==> config.mk <==
export PLATFORM = sky130hd
export DESIGN_NAME = instr_encoder
export DESIGN_NICKNAME = d
export VERILOG_FILES = /design/src/rtl/instr_encoder_pkg.sv /design/src/rtl/instr_encoder_onehot_encoder.sv /design/src/rtl/instr_encoder.sv
export SDC_FILE = /design/constraint.sdc
export NUM_CORES = 1
export LEC_CHECK = 0
export ABC_CLOCK_PERIOD_IN_PS = 4300
export CORE_MARGIN = 8
export CORE_UTILIZATION = 45
export DETAILED_ROUTE_END_ITERATION = 10
export GPL_ROUTABILITY_DRIVEN = 0
export GPL_TIMING_DRIVEN = 0
export PLACE_DENSITY = 0.7
export SETUP_SLACK_MARGIN = 0.3
export SLEW_MARGIN = 0
export SYNTH_ARGS = -nofsm -noshare
export SYNTH_HDL_FRONTEND = slang
export SYNTH_SLANG_ARGS = --single-unit
==> constraint.sdc <==
create_clock -name clk -period 4.3 [get_ports clk]
set_input_delay 0.86 -clock clk [delete_from_list [all_inputs] [get_ports clk]]
set_output_delay 0.86 -clock clk [all_outputs]
set_load 0.02 [all_outputs]
==> src/rtl/instr_encoder_pkg.sv <==
// rtl/instr_encoder_pkg.sv - shared formats, field positions and types for instr_encoder
package instr_encoder_pkg;

    typedef enum logic [1:0] {
        FMT_R   = 2'b00,
        FMT_I   = 2'b01,
        FMT_D   = 2'b10,
        FMT_BAD = 2'b11
    } fmt_t;

    // Index used when a select is not exactly one-hot (zero register)
    localparam logic [4:0] XZR_IDX = 5'd31;

    // Field LSB positions within the 32-bit instruction word
    localparam int OPC_LSB   = 21;
    localparam int IOPC_LSB  = 22;
    localparam int RM_LSB    = 16;
    localparam int SHAMT_LSB = 10;
    localparam int IMM_LSB   = 10;
    localparam int DADDR_LSB = 12;
    localparam int DOP_LSB   = 10;
    localparam int RN_LSB    = 5;
    localparam int RD_LSB    = 0;

    typedef struct packed {
        fmt_t        fmt;
        logic [10:0] opcode;
        logic [31:0] rd_sel;
        logic [31:0] rn_sel;
        logic [31:0] rm_sel;
        logic [5:0]  shamt;
        logic [11:0] imm12;
        logic [8:0]  dt_addr;
        logic [1:0]  dt_op;
    } fields_t;

endpackage

==> src/rtl/instr_encoder_onehot_encoder.sv <==
// rtl/instr_encoder_onehot_encoder.sv - 32-bit one-hot to 5-bit index with exactly-one flag
module onehot_encoder (
    input  logic [31:0] sel,
    output logic [4:0]  idx,
    output logic        valid
);

    // OR together the indices of set bits; valid only when exactly one bit is set
    always_comb begin
        idx = '0;
        for (int i = 0; i < 32; i++) begin
            if (sel[i]) idx = idx | 5'(i);
        end
        valid = (sel != '0) && ((sel & (sel - 32'd1)) == '0);
    end

endmodule

==> src/rtl/instr_encoder.sv <==
// rtl/instr_encoder.sv - field set to 32-bit instruction encoder with output FIFO
module instr_encoder
    import instr_encoder_pkg::*;
#(
    parameter int FIFO_DEPTH = 2
) (
    input  logic        clk,
    input  logic        reset_n,
    input  logic        in_valid,
    output logic        in_ready,
    input  logic [1:0]  fmt,
    input  logic [10:0] opcode,
    input  logic [31:0] rd_sel,
    input  logic [31:0] rn_sel,
    input  logic [31:0] rm_sel,
    input  logic [5:0]  shamt,
    input  logic [11:0] imm12,
    input  logic [8:0]  dt_addr,
    input  logic [1:0]  dt_op,
    output logic [31:0] ibus,
    output logic        out_valid,
    input  logic        out_ready,
    output logic        sel_err,
    output logic        fmt_err,
    output logic [15:0] word_count
);

    localparam int PW = $clog2(FIFO_DEPTH);
    localparam int CW = PW + 1;
    localparam logic [CW:0] DEPTH_V = (CW+1)'(FIFO_DEPTH);

    fields_t        in_fields;
    fields_t        s1;
    logic           s1_valid;
    logic           ready_en;
    logic [31:0]    mem [FIFO_DEPTH];
    logic [PW-1:0]  wr_ptr;
    logic [PW-1:0]  rd_ptr;
    logic [CW-1:0]  count;
    logic [CW:0]    occ;
    logic           accept;
    logic           push;
    logic           pop;
    logic [4:0]     rd_raw, rn_raw, rm_raw;
    logic           rd_ok, rn_ok, rm_ok;
    logic [4:0]     rd_idx, rn_idx, rm_idx;
    logic [31:0]    word;
    logic           sel_bad;

    assign in_fields = '{fmt: fmt_t'(fmt), opcode: opcode, rd_sel: rd_sel, rn_sel: rn_sel,
                         rm_sel: rm_sel, shamt: shamt, imm12: imm12, dt_addr: dt_addr,
                         dt_op: dt_op};

    assign out_valid = (count != '0);
    assign pop       = out_valid && out_ready;
    assign occ       = {1'b0, count} + {{CW{1'b0}}, s1_valid};
    // Room is counted including the word still in stage 1, so the FIFO can never overflow
    assign in_ready  = ready_en && ((occ < DEPTH_V) || pop);
    assign accept    = in_valid && in_ready;
    assign push      = s1_valid && (s1.fmt != FMT_BAD);
    assign ibus      = out_valid ? mem[rd_ptr] : '0;

    onehot_encoder u_rd (.sel(s1.rd_sel), .idx(rd_raw), .valid(rd_ok));
    onehot_encoder u_rn (.sel(s1.rn_sel), .idx(rn_raw), .valid(rn_ok));
    onehot_encoder u_rm (.sel(s1.rm_sel), .idx(rm_raw), .valid(rm_ok));

    assign rd_idx = rd_ok ? rd_raw : XZR_IDX;
    assign rn_idx = rn_ok ? rn_raw : XZR_IDX;
    assign rm_idx = rm_ok ? rm_raw : XZR_IDX;

    // Assemble the word from stage 1; only selects the format uses can raise sel_bad
    always_comb begin
        word    = '0;
        sel_bad = 1'b0;
        case (s1.fmt)
            FMT_R: begin
                word = (32'(s1.opcode) << OPC_LSB) | (32'(rm_idx) << RM_LSB) |
                       (32'(s1.shamt) << SHAMT_LSB) | (32'(rn_idx) << RN_LSB) |
                       (32'(rd_idx) << RD_LSB);
                sel_bad = !(rd_ok && rn_ok && rm_ok);
            end
            FMT_I: begin
                word = (32'(s1.opcode[10:1]) << IOPC_LSB) | (32'(s1.imm12) << IMM_LSB) |
                       (32'(rn_idx) << RN_LSB) | (32'(rd_idx) << RD_LSB);
                sel_bad = !(rd_ok && rn_ok);
            end
            FMT_D: begin
                word = (32'(s1.opcode) << OPC_LSB) | (32'(s1.dt_addr) << DADDR_LSB) |
                       (32'(s1.dt_op) << DOP_LSB) | (32'(rn_idx) << RN_LSB) |
                       (32'(rd_idx) << RD_LSB);
                sel_bad = !(rd_ok && rn_ok);
            end
            default: ;
        endcase
    end

    // Stage 1 capture, FIFO bookkeeping, error pulses and delivered-word counter
    always_ff @(posedge clk or negedge reset_n) begin
        if (!reset_n) begin
            s1         <= '0;
            s1_valid   <= 1'b0;
            ready_en   <= 1'b0;
            wr_ptr     <= '0;
            rd_ptr     <= '0;
            count      <= '0;
            word_count <= '0;
            sel_err    <= 1'b0;
            fmt_err    <= 1'b0;
        end else begin
            ready_en <= 1'b1;
            s1_valid <= accept;
            if (accept) s1 <= in_fields;
            sel_err  <= s1_valid && sel_bad;
            fmt_err  <= s1_valid && (s1.fmt == FMT_BAD);
            if (push) wr_ptr <= wr_ptr + PW'(1);
            if (pop) begin
                rd_ptr     <= rd_ptr + PW'(1);
                word_count <= word_count + 16'd1;
            end
            case ({push, pop})
                2'b10:   count <= count + CW'(1);
                2'b01:   count <= count - CW'(1);
                default: ;
            endcase
        end
    end

    // FIFO storage; contents are masked on ibus whenever the FIFO is empty
    always_ff @(posedge clk) begin
        if (push) mem[wr_ptr] <= word;
    end

endmodule

==> results of run 1 <==
metal layers:
metal | vias to the layer above | GRT usage
met4 | 0 | 0.0789
met3 | 67 | 0.0400
met5 | - | 0
met1 | 4245 | 0.272
li1 | 4343 | -
met2 | 377 | 0.315
worst max-delay path, delay by kind of cell, from the launching register on:
family / cells / cell delay (ps)
DFF: 1 / 320
buffers and inverters: 3 / 1580
muxes: 1 / 180
and+or+nand+nor: 1 / 230
per-stage QoR:
| step | TNS, ps | instance area, sq um |
|---|---|---|
| 5_1_grt | 0 | 13800 |
| 3_3_place_gp | -699370 | 12900 |
| 6_report | 0 | 13800 |
| 3_5_place_dp | 0 | 13000 |
| 2_1_floorplan | 0 | 10600 |
| 4_1_cts | 0 | 13800 |
worst paths after layout:
kind / from / end / slack (ps) / cells past startpoint
setup / recovery: rd_ptr / ibus[6] / 630 / 5
hold / removal: reset_n / word_count[6] / 270 / 1
setup reg to reg: s1[46] / mem[0][19] / 750 / 7
hold reg to reg: s1[134] / s1[134] / 470 / 2
max in group asynchronous: reset_n / s1[99] / 3160 / 2
min in group clk: s1[134] / s1[134] / 470 / 2
power groups by stage:
stage / Combinational (uW) / Clock [uW] / Sequential, uW
after global routing: 3070 / 2320 / 3520
after floorplan: 1730 / 0 / 3300
after global placement: 2710 / 0 / 3440
after CTS: 2790 / 2230 / 3420
after detailed placement: 2780 / 0 / 3450
final: 2770 / 2190 / 3450
logic make-up (layout without fill, tap and decap cells):
logic type,count (synthesis),after routing,synth area share
buf+inv,58,296,0.0222
compound gates,110,110,0.0773
simple gates,663,663,0.273
flops,226,226,0.564
other cells,1,2,0.000354
fa+ha+maj,13,13,0.0139
mux,34,34,0.0322
xor+xnor,21,21,0.0174
flip-flops by register name, indices dropped and copies added (netlist names):
| register | count |
|---|---|
| count | 2 |
| fmt_err | 1 |
| mem | 64 |
| rd_ptr | 1 |
| ready_en | 1 |
| s1 | 138 |
| s1_valid | 1 |
| sel_err | 1 |
| word_count | 16 |
| wr_ptr | 1 |
cell usage in the layout, fill, tap and decap left out, types with 6 or more instances in the layout:
cell | synthesis | final
nand3_1 | 11 | 11
mux2i_1 | 33 | 33
clkbuf_8 | 1 | 7
o21ai_1 | 7 | 7
or4_1 | 15 | 15
a21oi_1 | 17 | 17
a222oi_1 | 12 | 12
o21ai_0 | 12 | 12
maj3_1 | 6 | 6
a31oi_1 | 10 | 10
xnor2_1 | 14 | 14
nor4_1 | 34 | 34
inv_1 | 10 | 10
nand2_1 | 433 | 433
dfrtp_1 | 162 | 162
xor2_1 | 7 | 7
clkbuf_1 | 42 | 46
clkdlybuf4s50_1 | 0 | 192
ha_1 | 7 | 7
and2_1 | 12 | 12
clkbuf_16 | 0 | 27
nor3_1 | 21 | 21
and3_1 | 6 | 6
nand4_1 | 13 | 13
edfxtp_1 | 64 | 64
o31ai_1 | 6 | 6
o22ai_1 | 6 | 6
nor2_1 | 89 | 87
layout make-up:
type / count / area, sq um
antenna: 1 / 2.50
buffer: 47 / 194
clock buffer: 37 / 773
clock inverter: 7 / 87.6
fill: 2040 / 9490
inverter: 11 / 41.3
multi-input combinational: 842 / 4400
sequential: 226 / 5980
tap: 319 / 399
timing repair buffer: 194 / 1960
==> summary.txt, run 1 <==
Outcome
  • Status: complete, no violations

Pwr
  • Seq pwr share: 0.410
  • Comb pwr share: 0.330
  • Clock share of power: 0.261
  • Sw frac: 0.359
  • P per Cell Area: 608 nW/um^2
  • Maximum VDD drop: 0.274 mV
  • Lkg Pwr: 0.00597 uW
  • Sw power: 3020 uW
  • Internal Power: 5390 uW
  • Power Total: 8410 uW

Critical path
  • Worst endpoint required time: 3440 ps
  • CP max-delay cell: clkdlybuf4s50_1
  • Worst-path cell chain: clkbuf_1 -> clkbuf_1 -> mux2i_1 -> nor2_1 -> clkdlybuf4s50_1
  • Crit Path Class: reg -> out
  • CP most frequent cell: clkbuf_1
  • CP Capture Type: output pin
  • Crit path DAT: 2810 ps
  • Maximum fanout along the worst path: 10
  • Crit-path max cell delay: 670 ps
  • Worst Setup Start Kind: flip-flop

Floorplan
  • Number of I/O pins: 194
  • Die span in x: 169 um
  • Chip height: 169 um
  • Initial Util: 0.454
  • Core area: 23,300 sq um
  • FP Rows: 56
  • Die ar.: 28,700 sq um

Final layout
  • Layout cells sized above 1: 0.0491
  • Final Non-Filler Cells: 1,684
  • Area Overhead vs Synth: 30.6%
  • NumNets Final: 1,496
  • Final core utilization: 0.593

Drt
  • DR top layer: met4
  • Routed Antenna Nets: 0
  • Routed vias/inst: 5.36
  • Total Routed Length: 29,100 um
  • Metal3 WL: 2300 um
  • Detailed-routed wire length on met2: 12,900 um
  • WL per Instance: 17.3 um
  • Via Count: 9,032
  • DRT iter0 DRCs: 826
  • Drt first pass iters: 5
  • Met1 WL: 12,800 um
  • DRC Markers: 0

Clock network
  • Root Buffer: clkbuf_16
  • Cts hold-fix bufs: 0
  • Max Buffers Root-to-Sink: 3
  • Inserted Clock Buffers: 25
  • Post-CTS setup buffers: 0
  • Post-CTS resize count: 0
  • TritonCTS clock tree: done
  • Clock latency at the later pin of the worst-skew pair: 510 ps
  • Worst-path clk slew: 60 ps
  • Clk sinks: 226
  • H-tree Lvls: 1

Run
  • Max Cap Viol: 0

Yosys
  • Count leader, synth: nand2_1
  • Synthesized area: 10,600 sq um
  • Yosys top cell area share: 0.383
  • Mapped Nets: 1,275
  • Syn_area_per_cell: 9.41 sq um
  • Ys async rst share: 0.717
  • Post-synth EDFFs: 64
  • Most used DFF post-synth: dfrtp_1
  • Cell variety after synth: 67
  • Seq/Total Area, Yosys: 0.564
  • Synth Instances: 1,126
  • Area leader, netlist: dfrtp_1
  • Yosys reg bits: 226
  • Top post-synthesis cells by count: nand2_1 (433), dfrtp_1 (162), nor2_1 (89)
  • Yosys warnings: 0
  • Top post-synthesis cells by area: dfrtp_1 (38%), edfxtp_1 (18%), nand2_1 (15%), nor2_1 (3.2%), mux2i_1 (3.1%)

Timing
  • Relative slew slack: 0.355
  • Fin worst setup slack: 631 ps
  • Skew final: 7.94 ps
  • Fmax: 273 MHz
  • Final Setup Violations: 0
  • Crit share post-route: 0.853
  • Final worst path period need: 3670 ps
  • Slew Viols, Final: 0
  • RSZ-0062 raised after global routing: false
  • Hold WS: 269 ps
  • Final hold viol count: 0
  • Worst slew pin tran: 965 ps

GRT
  • Initial antenna violation count: 1
  • Vias in the first global route: 9,006
  • First-pass GRT wire length: 47,000 um
  • Total track usage: 0.201
  • Pin count of the biggest net entering global routing: 107
  • GRT overflow: 0

Min path
  • Hold crit path type: in -> async

Place
  • Placed cells: 1,639
  • Detailed Place HPWL: 21,600 um
  • Pre-CTS setup slack: 823 ps
  • IO buf count: 193
No activity file was read; power rests on OpenSTA's default activity.
==> run 2, diff against run 1 <==
--- a/config.mk
+++ b/config.mk
@@ -5,7 +5,7 @@
 export SDC_FILE = /design/constraint.sdc
 export NUM_CORES = 1
 export LEC_CHECK = 0
-export ABC_CLOCK_PERIOD_IN_PS = 4300
+export ABC_CLOCK_PERIOD_IN_PS = 3900
 export CORE_MARGIN = 8
 export CORE_UTILIZATION = 45
 export DETAILED_ROUTE_END_ITERATION = 10
==> constraint.sdc (replaced) <==
create_clock -name clk -period 3.9 [get_ports clk]
set_input_delay 0.78 -clock clk [delete_from_list [all_inputs] [get_ports clk]]
set_output_delay 0.78 -clock clk [all_outputs]
set_load 0.02 [all_outputs]
==> run 2 against run 1 <==
Cell count is the same. Largest power group unchanged. Sequential cell count is the same. Largest cell class unchanged. Non-clock buffer count is the same. Critical path type is now reg -> reg. Sequential power grew 10%. Register-to-register slack lost 410 ps. Sequential share of layout area shrank 0.078 points. Routed wire length grew 0.65%. Critical path depth grew 2. Utilization grew 0.11 points. Critical endpoint is now mem[0][19]. First-iteration DRC count grew 2.2%. Clock power grew 10%.
==> summary.txt, run 2 (same netlist as run 1, synthesis figures left out) <==
Outcome
  • Status: complete, no violations

Final layout
  • Max FFs per register: 138 (unchanged)
  • Biggest regs: s1 (138), mem (64), word_count (16)
  • Multi-input gate area: 4420 sq um (+0.48%)
  • FF+latch area: 5980 sq um (unchanged)
  • Largest Register: s1
  • Final core utilization: 0.594 (+0.00107)
  • Area Overhead vs Synth: 30.8%
  • Final Non-Filler Cells: 1,684 (unchanged)
  • Layout cells sized above 1: 0.0528 (+0.00367)
  • Commonest cells after routing, fill and taps aside: nand2_1 (433), clkdlybuf4s50_1 (192), dfrtp_1 (162), nor2_1 (87), edfxtp_1 (64)
  • Filler cell count: 2,033 (-0.34%)
  • Commonest non-fill, non-tap cell in the layout: nand2_1
  • NumNets Final: 1,496 (unchanged)

Pwr
  • Lkg Pwr: 0.00599 uW (+0.20%)
  • Power Total: 9290 uW (+10%)
  • P per Cell Area: 670 nW/um^2 (+10%)
  • Maximum VDD drop: 0.302 mV (+10%)

Place
  • Placed cells: 1,639 (unchanged)
  • Detailed Place HPWL: 21,600 um (unchanged)
  • Pre-CTS setup slack: 423 ps (-400 ps)
  • IO buf count: 193 (unchanged)

Timing
  • Worst slew pin tran: 995 ps (+29.9 ps)
  • Final hold viol count: 0 (unchanged)
  • Final worst path period need: 3560 ps
  • RSZ-0062 raised after global routing: false
  • Slew Viols, Final: 0 (unchanged)
  • Skew final: 6.86 ps (-1.08 ps)
  • Final Setup Violations: 0 (unchanged)
  • Fin worst setup slack: 343 ps (-288 ps)
  • Crit share post-route: 0.912
  • Fmax: 281 MHz
  • Relative slew slack: 0.335 (-0.0200)

Critical path
  • Worst-path cell chain: or4_4 -> or3_4 -> o41ai_2 -> a22oi_1 -> or4_4 -> o41ai_4 -> a21oi_1
  • Worst R2R Start: s1[46]
  • CP Capture Type: flip-flop
  • CP delay by family, top: simple AND/OR/NAND/NOR gates
  • CP most frequent cell: or4_4
  • Crit-path max cell delay: 660 ps (about the same)
  • Worst endpoint required time: 4100 ps (+660 ps)
  • Worst Setup Start Kind: flip-flop
  • Maximum fanout along the worst path: 7 (-3)
  • Crit path DAT: 3760 ps (+950 ps)
  • CP startpoint: s1[46]
  • CP max-delay cell: o41ai_4
  • Crit Path Class: reg -> reg
  • Buf/Inv on CP: 0 (-3)

Floorplan
  • Die span in x: 169 um (unchanged)
  • Die ar.: 28,700 sq um (unchanged)
  • Chip height: 169 um (unchanged)
  • Number of I/O pins: 194 (unchanged)
  • FP Rows: 56 (unchanged)
  • Initial Util: 0.454 (unchanged)
  • Core area: 23,300 sq um (unchanged)

Clock network
  • Max Buffers Root-to-Sink: 3 (unchanged)
  • Root Buffer: clkbuf_16
  • Clock latency at the later pin of the worst-skew pair: 510 ps (about the same)
  • Worst-path clk slew: 60 ps (about the same)
  • H-tree Lvls: 1 (unchanged)
  • Clk sinks: 226 (unchanged)
  • Inserted Clock Buffers: 25 (unchanged)
  • Cts hold-fix bufs: 0 (unchanged)
  • TritonCTS clock tree: done

Min path
  • Hold crit path type: in -> async

Drt
  • Via Count: 9,011 (-0.23%)
  • Routed vias/inst: 5.35 (-0.23%)
  • Total Routed Length: 29,300 um (+0.65%)
  • WL per Instance: 17.4 um (+0.65%)
  • DRT iter0 DRCs: 844 (+2.2%)
  • Routed Antenna Nets: 0 (unchanged)
  • DRC Markers: 0 (unchanged)
  • Drt first pass iters: 6 (+1)

GRT
  • GRT overflow: 0 (unchanged)
  • First-pass GRT wire length: 47,000 um (unchanged)
  • Initial antenna violation count: 1 (unchanged)
  • Pin count of the biggest net entering global routing: 107 (unchanged)
  • Total track usage: 0.201 (unchanged)
  • Vias in the first global route: 9,006 (unchanged)

Run
  • Max Cap Viol: 0 (unchanged)
## run 2: changes by cell type in the layout (fill, tap and decap cells not counted)
cell	change
clkbuf_1	-3
clkbuf_2	+3
nor4_1	-2
nor4_2	+1
nor4_4	+1
## run 2: repair_timing
item | CTS | global route
buffers inserted | 0 | 0
endpoints found under the setup margin | 4 | 28
resized for setup | 1 | 7
## run 2: final timing paths
path	to	slack (ps)	cells past startpoint
hold / removal	word_count[6]	190	1
setup / recovery	mem[0][19]	340	7
setup reg to reg	mem[0][19]	340	7
max in group asynchronous	s1[99]	2840	2
min in group clk	s1[134]	470	2
hold reg to reg	s1[134]	470	2
## run 2: cell type report
cell class              count  area share
diodes                      1    0.000180
plain buffers              47      0.0143
clock buffers              37      0.0558
clock inverters             7     0.00632
inverters                  11     0.00298
multi-input cells         842       0.319
flip-flops and latches    226       0.431
well taps                 319      0.0288
repair buffers            194       0.142
## run 2: report_power, final
group	total, uW	switching, uW	internal (uW)
Sequential	3810	683	3130
Clock	2410	912	1500
Combinational	3070	1740	1330
Total	9290	3340	5950
## run 2: through the flow
| stage | hold WS, ps | TNS (ps) | instance area [sq um] |
|---|---|---|---|
| floorplan | 437 | 0 | 10600 |
| global placement | 452 | -751210 | 12900 |
| detailed placement | 460 | 0 | 13000 |
| CTS | 202 | 0 | 13800 |
| global route | 213 | 0 | 13900 |
| finish | 189 | 0 | 13900 |
## run 2: routing by layer
metal / wire length [um] / track usage
met4: 1000 / 0.0789
met3: 2230 / 0.0400
met1: 13000 / 0.272
met2: 13000 / 0.315
met5: 0 / 0
==> run 3, diff against run 2 <==
--- a/config.mk
+++ b/config.mk
@@ -9,7 +9,6 @@
 export CORE_MARGIN = 8
 export CORE_UTILIZATION = 45
 export DETAILED_ROUTE_END_ITERATION = 10
-export GPL_ROUTABILITY_DRIVEN = 0
 export GPL_TIMING_DRIVEN = 0
 export PLACE_DENSITY = 0.7
 export SETUP_SLACK_MARGIN = 0.3
==> run 3 against run 2 <==
Maximum frequency increased by 3.2%. Clock power decreased by 3%. Sequential cell count unchanged. First-iteration DRC count decreased by 13%. Hold slack lost 9.7 ps. Count of clock-buffer cells in the layout shrank 5. Sequential power about the same. Critical path depth decreased by 3. Highest routed layer unchanged. Combinational power hardly changed. Final area about the same.
==> summary.txt, run 3 (same netlist as run 1, synthesis figures left out) <==
Critical path
  • CP max-delay cell: clkdlybuf4s50_1
  • Crit Path Class: reg -> out
  • Maximum fanout along the worst path: 10 (+3)
  • Crit path DAT: 2670 ps (-1090 ps)
  • Worst Setup Start Kind: flip-flop
  • Buf/Inv on CP: 2 (+2)
  • CP delay by family, top: buffers and inverters
  • Worst-path cell chain: nor2_1 -> clkbuf_1 -> nor2_1 -> clkdlybuf4s50_1
  • Worst endpoint required time: 3120 ps (-980 ps)
  • CP most frequent cell: nor2_1
  • CP Capture Type: output pin
  • Crit-path max cell delay: 590 ps (-70 ps)

Clock network
  • Worst-path clk slew: 60 ps (about the same)
  • Clock latency at the later pin of the worst-skew pair: 510 ps (about the same)
  • Inserted Clock Buffers: 24 (-4.0%)
  • Post-CTS setup buffers: 0 (unchanged)
  • Max Buffers Root-to-Sink: 3 (unchanged)
  • Clk sinks: 226 (unchanged)
  • Cts hold-fix bufs: 0 (unchanged)
  • H-tree Lvls: 1 (unchanged)
  • TritonCTS clock tree: done
  • Root Buffer: clkbuf_16

Place
  • Placer Congestion: 0.894
  • Placed cells: 1,641 (+0.12%)
  • IO buf count: 193 (unchanged)
  • Detailed Place HPWL: 22,500 um (+4.1%)

Timing
  • Fmax: 290 MHz (+3.2%)
  • Final worst path period need: 3450 ps (-111 ps)
  • Skew final: 11.1 ps (+4.29 ps)
  • Slew Viols, Final: 0 (unchanged)
  • Setup TNS: 0 ps (unchanged)
  • Relative slew slack: 0.544 (+0.209)
  • Crit share post-route: 0.884 (-0.0284)
  • Final Setup Violations: 0 (unchanged)
  • Final hold viol count: 0 (unchanged)
  • RSZ-0062 raised after global routing: false
  • Worst slew pin tran: 684 ps (-311 ps)

Final layout
  • Commonest non-fill, non-tap cell in the layout: nand2_1
  • Final Non-Filler Cells: 1,686 (+0.12%)
  • Layout cells sized above 1: 0.0505 (-0.00227)
  • Multi-input gate area: 4420 sq um (unchanged)
  • Final core utilization: 0.595 (about the same)
  • Largest Register: s1
  • Max FFs per register: 138 (unchanged)
  • NumNets Final: 1,497 (+0.067%)
  • Commonest cells after routing, fill and taps aside: nand2_1 (433), clkdlybuf4s50_1 (192), dfrtp_1 (162), nor2_1 (87), edfxtp_1 (64)
  • Filler cell count: 2,004 (-1.4%)
  • FF+latch area: 5980 sq um (unchanged)
  • Area Overhead vs Synth: 30.9% (about the same)
  • Biggest regs: s1 (138), mem (64), word_count (16)

GRT
  • GRT overflow: 0 (unchanged)
  • First-pass GRT wire length: 47,800 um (+1.9%)
  • Total track usage: 0.206 (+0.00483)
  • Pin count of the biggest net entering global routing: 109 (+1.9%)
  • Initial antenna violation count: 1 (unchanged)
  • Vias in the first global route: 8,984 (-0.24%)

Drt
  • Drt first pass iters: 5 (-1)
  • Routed vias/inst: 5.37 (+0.39%)
  • DRC Markers: 0 (unchanged)
  • Via Count: 9,057 (+0.51%)
  • WL per Instance: 17.8 um (+2.4%)
  • DRT iter0 DRCs: 736 (-13%)
  • Routed Antenna Nets: 0 (unchanged)
  • Total Routed Length: 30,000 um (+2.5%)

Pwr
  • P per Cell Area: 666 nW/um^2 (-0.52%)
  • Lkg Pwr: 0.00597 uW (-0.21%)
  • Maximum VDD drop: 0.304 mV (+0.57%)

Min path
  • Hold crit path type: in -> async

Outcome
  • Status: complete, no violations

Floorplan
  • Core area: 23,300 sq um (unchanged)
  • FP Rows: 56 (unchanged)
  • Number of I/O pins: 194 (unchanged)
  • Die span in x: 169 um (unchanged)
  • Die ar.: 28,700 sq um (unchanged)
  • Chip height: 169 um (unchanged)
  • Initial Util: 0.454 (unchanged)

Run
  • Max Cap Viol: 0 (unchanged)
==> run 3: worst paths after layout <==
check                         start            end  slack [ps]  depth (start not counted)
max                        count[0]        ibus[6]         450                          4
min                         reset_n  word_count[6]         180                          1
max reg2reg                  s1[46]     mem[1][16]         450                          7
min reg2reg                 s1[128]        s1[128]         470                          2
max in group asynchronous   reset_n         s1[76]        2820                          2
min in group clk            s1[128]        s1[128]         470                          2
==> run 3: per-stage QoR <==
stage / worst slack, ps / total power (uW) / area, sq um / hold WS, ps
3_5_place_dp: 363 / 6910 / 13000 / 460
2_1_floorplan: 874 / 5550 / 10600 / 437
5_1_grt: 312 / 9780 / 13900 / 218
4_1_cts: 326 / 9290 / 13800 / 188
3_3_place_gp: -4570 / 6830 / 12900 / 452
6_report: 454 / 9250 / 13900 / 180
==> run 3: where the power goes <==
group / internal, uW / total (uW) / leakage, uW / switching, uW
logic: 1340 / 3100 / 0.00297 / 1760
registers: 3130 / 3810 / 0.00261 / 683
clock network: 1410 / 2340 / 0.000391 / 928
==> run 3: layout make-up <==
type | count | area share
clock inverters | 12 | 0.0105
inverters | 11 | 0.00298
flip-flops and latches | 226 | 0.431
plain buffers | 47 | 0.0142
clock buffers | 32 | 0.0484
multi-input cells | 842 | 0.319
repair buffers | 196 | 0.146
diodes | 1 | 0.000180
well taps | 319 | 0.0288
==> run 3: per-layer routing <==
layer	up-vias	global-route usage	routed length [um]
met5	-	0	0
met4	0	0.0581	665
met3	46	0.0319	1940
met2	325	0.326	13600
met1	4329	0.290	13800
li1	4357	-	-
==> run 3: repair_timing <==
item,in CTS,in global routing
pin swaps,0,1
resized for setup,1,7
setup endpoints to repair,4,25
==> edit 1 (flow settings as in run 3) <==
Register the output `word_count` once more; this adds one clock of latency there. The other outputs are not delayed to match.
--- a/src/rtl/instr_encoder.sv
+++ b/src/rtl/instr_encoder.sv
@@ -28,6 +28,8 @@
     localparam int PW = $clog2(FIFO_DEPTH);
     localparam int CW = PW + 1;
     localparam logic [CW:0] DEPTH_V = (CW+1)'(FIFO_DEPTH);
+
+    logic [15:0] word_count_s0;
 
     fields_t        in_fields;
     fields_t        s1;
@@ -103,7 +105,7 @@
             wr_ptr     <= '0;
             rd_ptr     <= '0;
             count      <= '0;
-            word_count <= '0;
+            word_count_s0 <= '0;
             sel_err    <= 1'b0;
             fmt_err    <= 1'b0;
         end else begin
@@ -115,7 +117,7 @@
             if (push) wr_ptr <= wr_ptr + PW'(1);
             if (pop) begin
                 rd_ptr     <= rd_ptr + PW'(1);
-                word_count <= word_count + 16'd1;
+                word_count_s0 <= word_count_s0 + 16'd1;
             end
             case ({push, pop})
                 2'b10:   count <= count + CW'(1);
@@ -130,5 +132,9 @@
         if (push) mem[wr_ptr] <= word;
     end
 
+    always_ff @(posedge clk) begin
+        word_count <= word_count_s0;
+    end
+
 endmodule
 
Function: changed (a bounded check fails within 10 cycles, from zero or initial values and one cycle with reset_n low).
==> edit 1 against run 3 <==
Worst hold slack improved by 0.014 ns. Worst setup slack improved by 0.0022 ns. Synthesized cell count increased by 0.36%. Cell area rose by 1.9%. Count of clock-buffer cells in the layout up 12. Power is 1.6% higher. Sequential cell count grew 16. Wire length decreased by 1.7%. Cell count rose by 0.59%. Synthesized area up 1.9%. Largest cell class unchanged.
==> edit 1: results (changes against run 3) <==
[status]
status = complete, no violations

[global_route]
antenna_found_initial = 0  ; -1
grt_pass1_wl_um = 46500  ; -2.7%
gr-usage-all-layers_pct = 19.9  ; -0.69 points
grt_max_degree = 91  ; -17%
grt_pass1_vias = 8872  ; -1.2%

[synth]
syn-num-nets = 1279  ; +0.31%
async_flop_share_pct = 66.9  ; -4.7 points
synth_fa_ha_area_share_pct = 1.09  ; -0.30 points
synth-compound-area-share_pct = 7.49  ; -0.25 points
synth_cell_types = 62  ; -7.5%
synth_commonest_cells = 425 x nand2_1, 162 x dfrtp_1, 82 x nor2_1
synthXorXnorAreaFrac_pct = 1.70  ; -0.032 points
synthTopCellsByArea = dfrtp_1 38%, edfxtp_1 18%, nand2_1 15%, dfxtp_1 3.0%, mux2i_1 3.0%

[critical_path]
max_stage_delay_ns = 0.54  ; -0.05 ns
cp_top_family = simple AND/OR/NAND/NOR gates
path_max_fanout = 9  ; -1
cp_slowest_cell = or4_1
worstPathArrival_ns = 3.69  ; +1.02 ns

[place]
post-dp-hpwl_um = 21700  ; -3.6%
gp_congestion = 0.873  ; -2.3%
placedCellCount = 1645  ; +0.24%

[final_layout]
n_antenna_cell = 0  ; -1
layout-drive-gt1-share_pct = 4.79  ; -0.26 points
layout.nets = 1506  ; +0.60%

[power]
pg_comb_mw = 3.05  ; -2%
p_clk_mw = 2.40  ; +3%
p_sw_mw = 3.33  ; -1.1%

[drt]
vias_per_cell = 5.29  ; -1.6%
dr.first_iter.drc_count = 682  ; -7.3%

[sta]
finalClockSkew_ns = 0.0152  ; +0.00405 ns
worst_slew_pin_slew_ns = 0.871  ; +0.187 ns

[cts]
cts_made_buffers = 26  ; +8.3%

## edit 1: final cells by class
type                       instances  area [um^2]  share of cell area, %
inverter                          12         45.0                  0.319
timing repair buffer             199         2030                   14.3
clock buffer                      44          790                   5.59
clock inverter                     4         56.3                  0.398
tap                              319          399                   2.82
multi-input combinational        826         4320                   30.6
buffer                            50          203                   1.43
sequential                       242         6300                   44.5
## edit 1: worst paths after layout
check | start | endpoint | slack (ns) | depth (start not counted)
max | s1[94]$_DFFE_PN0P_ | mem[0][1]$_DFFE_PP_ | 0.46 | 9
min in group clk | word_count_s0[15]$_DFFE_PN0P_ | word_count[15]$_DFF_P_ | 0.39 | 0
min reg2reg | word_count_s0[15]$_DFFE_PN0P_ | word_count[15]$_DFF_P_ | 0.39 | 0
min | reset_n | s1[50]$_DFFE_PN0P_ | 0.19 | 1
max reg2reg | s1[94]$_DFFE_PN0P_ | mem[0][1]$_DFFE_PP_ | 0.46 | 9
max in group asynchronous | reset_n | s1[106]$_DFFE_PN0P_ | 2.85 | 2
## edit 1: logic make-up (layout without fill, tap and decap cells)
family,after synthesis,after routing
AOI/OAI and AO/OA,120,120
DFF,242,242
adders and majority gates,10,10
xor gates and xnor gates,21,21
and+or+nand+nor,641,641
buffers and inverters,62,309
other,1,1
muxes,33,33
## edit 1: repair_timing
action | CTS | global route
gates resized for setup | 2 | 10
endpoints found under the hold margin | 0 | 0
buffers inserted | 0 | 3
endpoints found under the setup margin | 21 | 49
cloned | 0 | 0
pin swaps | 0 | 1
hold buffers | 0 | 0
## edit 1: metal layers
layer,routed length [um],track usage [%],vias up
li1,-,-,4349
met1,13000,27.4,4268
met2,13800,32.2,303
met3,1840,2.95,48
met4,805,6.16,0
met5,0,0,-
==> edit 2 (settings of run 3) <==
Made on the original files. Change the parameter `FIFO_DEPTH` from 2 to 4.
--- a/src/rtl/instr_encoder.sv
+++ b/src/rtl/instr_encoder.sv
@@ -2,7 +2,7 @@
 module instr_encoder
     import instr_encoder_pkg::*;
 #(
-    parameter int FIFO_DEPTH = 2
+    parameter int FIFO_DEPTH = 4
 ) (
     input  logic        clk,
     input  logic        reset_n,
Formal check against the unedited RTL: not equivalent (Yosys sat finds a counterexample within 4 cycles, from zero or initial values and one cycle with reset_n low).
==> edit 2 against run 3 <==
Clock skew shrank 0.0023 ns. Maximum frequency shrank 1.1%. Register-to-register slack gained 0.07 ns. Wire length grew 10%. Worst setup slack lost 0.038 ns. Sequential cell count grew 67. Cell area grew 19%. Via count grew 7.2%. Synthesized area grew 23%. Power grew 24%. Critical path type unchanged. Critical endpoint is now ibus[21]. Highest routed layer unchanged.
==> edit 2: results (changes against run 3) <==
[status]
status = complete, no violations

[synth]
synth_commonest_cells = 431 x nand2_1, 165 x dfrtp_1, 128 x edfxtp_1
syn_avg_cell_area_um2 = 11.0  ; +17%
synthTopCellsByArea = dfrtp_1 32%, edfxtp_1 30%, nand2_1 12%, mux4_2 5.5%, and2_1 2.4%
syn-num-nets = 1334  ; +4.6%
synth_edf_count = 128  ; +100%
ys_seq_area_share_pct = 61.2  ; +4.9 points

[sta]
worst_slew_pin_slew_ns = 0.907  ; +0.223 ns
finalClockSkew_ns = 0.00887  ; -0.00228 ns
fin_hold_ws_ns = 0.182  ; +0.00288 ns

[global_route]
grt_max_degree = 101  ; -7.3%
met1_usage_pct = 26.1  ; -2.9 points
antenna_found_initial = 0  ; -1
grt_use_met3_pct = 2.97  ; -0.22 points
grt_use_met2_pct = 31.8  ; -0.73 points
gr-usage-all-layers_pct = 19.1  ; -1.5 points
grt_pass1_wl_um = 52900  ; +10%

[drt]
wirelength_met1_um = 14600  ; +5.8%
dr_wl_met2_um = 15900  ; +17%
first_pass_iters = 8  ; +3
wirelength_um = 33100  ; +10%
dr.first_iter.drc_count = 856  ; +16%

[final_layout]
n_antenna_cell = 0  ; -1
biggestRegsByFlops = s1 x138, mem x128, word_count x16
layout-drive-gt1-share_pct = 8.03  ; +3.0 points
layout.nets = 1561  ; +4.3%

[critical_path]
cp-endpoint = ibus[21]
ff2ff_path_depth = 8  ; +1
r2r_slack_ns = 0.52  ; +0.07 ns
r2r_start = s1[95]$_DFFE_PN0P_
r2r-end = mem[3][2]$_DFFE_PP_
crit_path_start = rd_ptr[0]$_DFFE_PN0P_

[place]
gp_congestion = 0.883  ; -1.1%
placedCellCount = 1759  ; +7.2%
place_area_um2 = 15500  ; +19%
place_ws_ns = 0.279  ; -0.0839 ns

[power]
netSwitchingFraction_pct = 34.2  ; -2.2 points
peakVddDrop_mv = 0.379  ; +25%
power.leakage_nw = 6.77  ; +13%
fin_total_pwr_mw = 11.5  ; +24%
power_frac_comb_pct = 33.6  ; about the same
p_clk_mw = 2.87  ; +23%

[cts]
cts_made_buffers = 30  ; +25%
cts_resized = 16  ; +15
clkLatencyLatePin_ns = 0.54  ; +0.03 ns

edit 2: cell types whose count changed after synthesis, sizes merged, moves of 5 or more:
cell / delta
mux4: +32
o21ai: +6
nand4: -5
a211oi: +6
and2: +38
nand3: -7
edfxtp: +64
nor2: -45
mux2i: -33
nor4: -8
edit 2: final cells by class:
cell class,count,area [um^2]
fill,2471,12100
buffer,49,201
timing repair buffer,195,1970
sequential,293,7970
inverter,13,48.8
multi-input combinational,826,4830
tap,384,480
clock inverter,11,109
clock buffer,45,891
edit 2: worst max-delay path: stages (launching register included):
cell             delay [ns]
dfrtp_1                0.33
clkbuf_2               0.23
buf_4                  0.29
mux4_2                 0.55
and2_1                 0.21
clkdlybuf4s50_1        0.55
edit 2: logic make-up after synthesis:
| family | synth area share, % |
|---|---|
| other cells | 0.0288 |
| simple gates | 22.3 |
| flops | 61.2 |
| mux | 5.62 |
| xor+xnor | 1.41 |
| fa+ha+maj | 1.58 |
| compound gates | 5.98 |
| buf+inv | 1.80 |
